File: src/rtl/m68k_irq_ctrl_if.sv
// m68k_irq_ctrl_if: 68K bus signals seen by the interrupt controller
interface m68k_irq_ctrl_if;
  logic        cpu_as_n;
  logic        cpu_rw;
  logic        cpu_lds_n;
  logic [2:0]  cpu_fc;
  logic [2:0]  cpu_a;
  logic [15:0] cpu_din;
  logic [15:0] cpu_dout;
  logic [2:0]  cpu_ipl_n;
  modport master (
    output cpu_as_n, cpu_rw, cpu_lds_n, cpu_fc, cpu_a, cpu_din,
    input  cpu_dout, cpu_ipl_n
  );
  modport slave (
    input  cpu_as_n, cpu_rw, cpu_lds_n, cpu_fc, cpu_a, cpu_din,
    output cpu_dout, cpu_ipl_n
  );
endinterface

File: src/rtl/m68k_irq_ctrl.sv
// m68k_irq_ctrl: vblank autovector IRQ, interrupt-enable and Z80-reset registers for a 68K host
module m68k_irq_ctrl #(
  parameter int IRQ_LEVEL    = 4,
  parameter bit Z80_RST_INIT = 1'b0,
  parameter int SYNC_STAGES  = 2
) (
  input  logic            clk,
  input  logic            reset_n,
  m68k_irq_ctrl_if.slave  bus,
  input  logic            int_en_cs,
  input  logic            vblank_cs,
  input  logic            frame_done_cs,
  input  logic            reset_z80_cs,
  input  logic            vblank_in,
  output logic            int_en,
  output logic            irq_pending,
  output logic            frame_done,
  output logic            z80_reset_n
);
  localparam logic [2:0] LVL = 3'(IRQ_LEVEL);
  // S_ARM: out of reset, waiting to see AS high so a cycle already in flight is never acted on
  typedef enum logic [1:0] {S_ARM, S_IDLE, S_BUSY} bus_state_t;
  bus_state_t state, state_nx;
  logic [SYNC_STAGES-1:0] sync;
  logic vbl_s, vbl_s_d, rise, act, wr, en_wr, en_nx, iack, pend_nx;
  logic unused_din;
  assign unused_din = ^bus.cpu_din[15:1];
  assign vbl_s   = sync[SYNC_STAGES-1];
  assign rise    = vbl_s & ~vbl_s_d;
  assign wr      = act & ~bus.cpu_rw & ~bus.cpu_lds_n;
  assign en_wr   = wr & int_en_cs;
  assign en_nx   = en_wr ? bus.cpu_din[0] : int_en;
  assign iack    = act && bus.cpu_fc == 3'b111 && bus.cpu_a == LVL;
  assign pend_nx = (en_wr && !bus.cpu_din[0]) ? 1'b0 : (rise && en_nx) ? 1'b1 : iack ? 1'b0 : irq_pending;
  // bus-cycle tracker state register
  always_ff @(posedge clk or negedge reset_n)
    if (!reset_n) state <= S_ARM;
    else state <= state_nx;
  // one action clock per AS assertion
  always_comb begin
    state_nx = bus.cpu_as_n ? S_IDLE : (state == S_ARM ? S_ARM : S_BUSY);
    act      = !bus.cpu_as_n && state == S_IDLE;
  end
  // vblank synchroniser and edge-detect history
  always_ff @(posedge clk or negedge reset_n)
    if (!reset_n) begin
      sync    <= '0;
      vbl_s_d <= 1'b0;
    end else begin
      sync    <= {sync[SYNC_STAGES-2:0], vblank_in};
      vbl_s_d <= vbl_s;
    end
  // CPU-visible registers, IRQ latch and registered IPL
  always_ff @(posedge clk or negedge reset_n)
    if (!reset_n) begin
      bus.cpu_dout  <= '0;
      bus.cpu_ipl_n <= 3'b111;
      int_en        <= 1'b0;
      irq_pending   <= 1'b0;
      frame_done    <= 1'b0;
      z80_reset_n   <= Z80_RST_INIT;
    end else begin
      bus.cpu_dout  <= (act && bus.cpu_rw && vblank_cs) ? {15'b0, vbl_s} : bus.cpu_dout;
      bus.cpu_ipl_n <= irq_pending ? ~LVL : 3'b111;
      int_en        <= en_nx;
      irq_pending   <= pend_nx;
      frame_done    <= wr & frame_done_cs;
      z80_reset_n   <= (wr && reset_z80_cs) ? bus.cpu_din[0] : z80_reset_n;
    end
endmodule
File: src/flat_wrapper.sv
// flat-port wrapper written by rule: the top's interface ports become plain ports
module m68k_irq_ctrl_flat 
#(
  parameter int IRQ_LEVEL    = 4,
  parameter bit Z80_RST_INIT = 1'b0,
  parameter int SYNC_STAGES  = 2
)
  (clk, reset_n, int_en_cs, vblank_cs, frame_done_cs, reset_z80_cs, vblank_in, int_en, irq_pending, frame_done, z80_reset_n, bus_cpu_as_n, bus_cpu_rw, bus_cpu_lds_n, bus_cpu_fc, bus_cpu_a, bus_cpu_din, bus_cpu_dout, bus_cpu_ipl_n);
  m68k_irq_ctrl_if bus_i ();
  input  logic clk;
  input  logic reset_n;
  input  logic int_en_cs;
  input  logic vblank_cs;
  input  logic frame_done_cs;
  input  logic reset_z80_cs;
  input  logic vblank_in;
  output logic int_en;
  output logic irq_pending;
  output logic frame_done;
  output logic z80_reset_n;
  input wire logic [$bits(bus_i.cpu_as_n)-1:0] bus_cpu_as_n;
  input wire logic [$bits(bus_i.cpu_rw)-1:0] bus_cpu_rw;
  input wire logic [$bits(bus_i.cpu_lds_n)-1:0] bus_cpu_lds_n;
  input wire logic [$bits(bus_i.cpu_fc)-1:0] bus_cpu_fc;
  input wire logic [$bits(bus_i.cpu_a)-1:0] bus_cpu_a;
  input wire logic [$bits(bus_i.cpu_din)-1:0] bus_cpu_din;
  output wire logic [$bits(bus_i.cpu_dout)-1:0] bus_cpu_dout;
  output wire logic [$bits(bus_i.cpu_ipl_n)-1:0] bus_cpu_ipl_n;
  assign bus_i.cpu_as_n = bus_cpu_as_n;
  assign bus_i.cpu_rw = bus_cpu_rw;
  assign bus_i.cpu_lds_n = bus_cpu_lds_n;
  assign bus_i.cpu_fc = bus_cpu_fc;
  assign bus_i.cpu_a = bus_cpu_a;
  assign bus_i.cpu_din = bus_cpu_din;
  assign bus_cpu_dout = bus_i.cpu_dout;
  assign bus_cpu_ipl_n = bus_i.cpu_ipl_n;
  m68k_irq_ctrl #(.IRQ_LEVEL(IRQ_LEVEL), .Z80_RST_INIT(Z80_RST_INIT), .SYNC_STAGES(SYNC_STAGES)) u_core (.clk(clk), .reset_n(reset_n), .bus(bus_i), .int_en_cs(int_en_cs), .vblank_cs(vblank_cs), .frame_done_cs(frame_done_cs), .reset_z80_cs(reset_z80_cs), .vblank_in(vblank_in), .int_en(int_en), .irq_pending(irq_pending), .frame_done(frame_done), .z80_reset_n(z80_reset_n));
endmodule
File: config.mk
export PLATFORM = sky130hd
export DESIGN_NAME = m68k_irq_ctrl_flat
export DESIGN_NICKNAME = d
export VERILOG_FILES = /design/src/rtl/m68k_irq_ctrl_if.sv /design/src/rtl/m68k_irq_ctrl.sv /design/src/flat_wrapper.sv
export SDC_FILE = /design/constraint.sdc
export NUM_CORES = 1
export LEC_CHECK = 0
export CAP_MARGIN = 5
export CORE_AREA = 10 10 54 56
export CTS_CLUSTER_SIZE = 8
export DETAILED_ROUTE_END_ITERATION = 6
export DIE_AREA = 0 0 64 66
export GPL_ROUTABILITY_DRIVEN = 0
export PLACE_DENSITY = 0.86
export SYNTH_ARGS = -nofsm -noshare
export SYNTH_HDL_FRONTEND = slang
export SYNTH_SLANG_ARGS = --single-unit
File: constraint.sdc
create_clock -name clk -period 2.7 [get_ports clk]
set_clock_uncertainty 0.15 [all_clocks]
set_input_delay 0.54 -clock clk [delete_from_list [all_inputs] [get_ports clk]]
set_output_delay 0.54 -clock clk [all_outputs]
set_load 0.05 [all_outputs]
==> results.json <==
{
  "clkPwrFrac_pct": 20.4,
  "cts-root-buf": "clkbuf_4",
  "grt_use_met3_pct": 5.42,
  "clock_sinks": 11,
  "cp_data_arrival_time_ps": 1570,
  "hold_class": "flop to flop",
  "tritoncts": "yes",
  "start_util_pct": 28.9,
  "n_antenna_cell": 0,
  "grt_remaining_overflow": 0,
  "yosysTopAreaCell": "dfrtp_1",
  "cp-startpoint": "u_core.bus.cpu_ipl_n[2]$_DFF_PN1_",
  "crit_path_end": "bus_cpu_ipl_n[2]",
  "globalRouteMet2Util_pct": 9.70,
  "design.die.area_mm2": 0.00422,
  "reg2reg_slack_ps": 1010,
  "clock_latency_ps": 260,
  "worstSetupPathType": "flop to primary output",
  "syn_inst": 48,
  "yosys_warnings": 0,
  "relSlewSlack_pct": 66.0,
  "die_h_um": 66,
  "antenna_found_initial": 0,
  "drv_slew": 0,
  "max-clock-path-buffers": 2,
  "netlist_area_um2": 549,
  "critical_path.max_stage_delay_ps": 790,
  "hpwl_mm": 1.06,
  "cp.depth": 1,
  "crit_path_top_delay_cell": "clkdlybuf4s50_1",
  "synth.avg_cell_area_um2": 11.4,
  "worstSetupEndpointType": "primary output",
  "reg2reg_from": "u_core.state[1]$_DFF_PN0_",
  "ant_nets": 0,
  "worstPathCellList": "clkdlybuf4s50_1",
  "synth_seq_cells": 11,
  "clkTransAtPathRegs_ps": 70,
  "worst_pin_slew_ps": 508,
  "htreeDepth": 1,
  "hold_buffers": 0,
  "grt_pass1_vias": 386,
  "grt_util_met1_pct": 5.49,
  "portBuffers": 22,
  "rsz0062_at_grt": "false",
  "final_net_count": 105,
  "finalSetupTns_ps": 0,
  "synthTopCellsByArea": "dfrtp_1, buf_4, dfstp_2",
  "wire_per_inst_um": 12.4,
  "cts.repair.resized": 0,
  "power_density_mw_per_mm2": 710,
  "power_leakage_nw": 0.349,
  "maxCapViolations": 0,
  "grt_max_degree": 12,
  "path_max_fanout": 1,
  "drt_first_pass_iters": 1,
  "synth.distinct_cells": 17,
  "cts_setup_buffers": 0,
  "ir_drop_mv": 0.330,
  "p_int_mw": 0.321,
  "outcome": "complete, no violations",
  "vias_per_cell": 3.57,
  "hold_viol_final": 0,
  "finalWirelength_mm": 1.23,
  "reg2reg_depth": 4,
  "syn2layout_area_growth_pct": 38.0,
  "die_w_um": 64,
  "fillers": 188,
  "seqPwrFrac_pct": 37.9,
  "drcViolationCount": 0,
  "dp.cells": 95,
  "grt.busiest_layer": "met2",
  "ioPinCount": 55,
  "final_area_um2": 758,
  "fin_crit_sh_pct": 83.7,
  "grt_pass1_wl_mm": 1.97,
  "switching_power_mw": 0.217,
  "cts_buffers": 3,
  "path_delay_family": "buffers and inverters",
  "drive_gt1_share_pct": 15.3,
  "via_count": 353,
  "finalSetupViolCount": 0,
  "comb_power_share_pct": 41.7,
  "start_kind": "flop",
  "dpl_cell_area_um2": 732,
  "required_ps": 2010,
  "coreArea_mm2": 0.00190,
  "critical_path_buf_inv_count": 1,
  "grt_util_all_layers_pct": 6.11,
  "seq_area_frac_synth_pct": 50.3,
  "fmax_mhz": 442,
  "drtIter0Drc": 0,
  "rows": 16,
  "instances_no_fill": 99,
  "swShare_pct": 40.3,
  "r2r-end": "u_core.irq_pending$_DFFE_PN0P_",
  "hold_slack_ps": 220,
  "synth_top_area_share_pct": 45.6,
  "min_period_ps": 2260
}
## final cells by class
cell class | count | area, um^2 | area share, %
sequential | 11 | 277 | 36.5
multi-input combinational | 33 | 194 | 25.6
inverter | 2 | 7.51 | 0.990
clock buffer | 4 | 26.3 | 3.47
timing repair buffer | 22 | 220 | 29.0
tap | 27 | 33.8 | 4.46
## cells by family after synthesis
family / Yosys count / synth area share (%)
AOI/OAI and AO/OA: 2 / 3.19
buffers and inverters: 19 / 24.6
DFF: 11 / 50.3
muxes: 3 / 6.83
other: 2 / 1.37
and+or+nand+nor: 11 / 13.7
## power groups by stage
stage	Clock (mW)	Sequential [mW]	Combinational (mW)
after floorplan	0	0.279	0.0967
after global placement	0	0.206	0.223
after detailed placement	0	0.207	0.225
after CTS	0.114	0.204	0.225
after global routing	0.124	0.208	0.233
final	0.110	0.204	0.225
## worst min-delay path by stage
stage                                         from                            endpoint  slack, ps  cells after the start
after floorplan                            reset_n  u_core.bus.cpu_dout[0]$_DFFE_PN0P_         90                      0
after global placement    u_core.sync[0]$_DFF_PN0_            u_core.sync[1]$_DFF_PN0_        180                      0
after detailed placement  u_core.sync[0]$_DFF_PN0_            u_core.sync[1]$_DFF_PN0_        210                      0
after CTS                 u_core.sync[0]$_DFF_PN0_            u_core.sync[1]$_DFF_PN0_        230                      0
after global routing      u_core.sync[0]$_DFF_PN0_            u_core.sync[1]$_DFF_PN0_        240                      0
final                     u_core.sync[0]$_DFF_PN0_            u_core.sync[1]$_DFF_PN0_        220                      0
## registers in the layout, indices dropped and copies added, names as in the netlist
register	cells
u_core.sync	2
u_core.vbl_s_d	1
u_core.irq_pending	1
u_core.state	2
u_core.bus.cpu_dout	1
u_core.z80_reset_n	1
u_core.bus.cpu_ipl_n	1
u_core.int_en	1
u_core.frame_done	1
## per-layer routing
metal / routed length [um] / up-vias / share of wire (%)
met3: 171 / 2 / 14
met1: 428 / 159 / 35
met5: 0 / - / 0
li1: - / 170 / -
met2: 620 / 22 / 50
met4: 11 / 0 / 0.89
## metrics by stage
| step | setup slack [ps] | utilization, % | power (mW) |
|---|---|---|---|
| after floorplan | 1010 | - | 0.376 |
| after global placement | 401 | 38.5 | 0.430 |
| final | 439 | 39.9 | 0.538 |
| after global routing | 404 | 39.9 | 0.564 |
| after CTS | 426 | 39.9 | 0.544 |
| after detailed placement | 376 | 38.5 | 0.432 |
## cell usage after synthesis
| master | count |
|---|---|
| and3_2 | 2 |
| nor3_1 | 1 |
| mux2_4 | 1 |
| nand4_1 | 1 |
| inv_1 | 2 |
| dfstp_2 | 1 |
| o21a_1 | 1 |
| conb_1 | 2 |
| dfrtp_1 | 10 |
| mux2_2 | 2 |
| buf_4 | 17 |
| nand2_1 | 1 |
| nor2_1 | 3 |
| nand3_2 | 1 |
| nand3_1 | 1 |
| nor3b_4 | 1 |
| a32o_1 | 1 |
## layout by cell type, fill, tap and decap left out, drive strengths merged
cell type      netlist  routed
a32o                 1       1
and3                 2       2
clkbuf               0       4
clkdlybuf4s50        0      22
conb                 2      17
dfrtp               10      10
dfstp                1       1
inv                  2       2
mux2                 3       3
nand2                1       1
nand3                2       2
nand4                1       1
nor2                 3       3
nor3                 1       1
nor3b                1       1
o21a                 1       1
No activity file was read; power rests on OpenSTA's default activity.
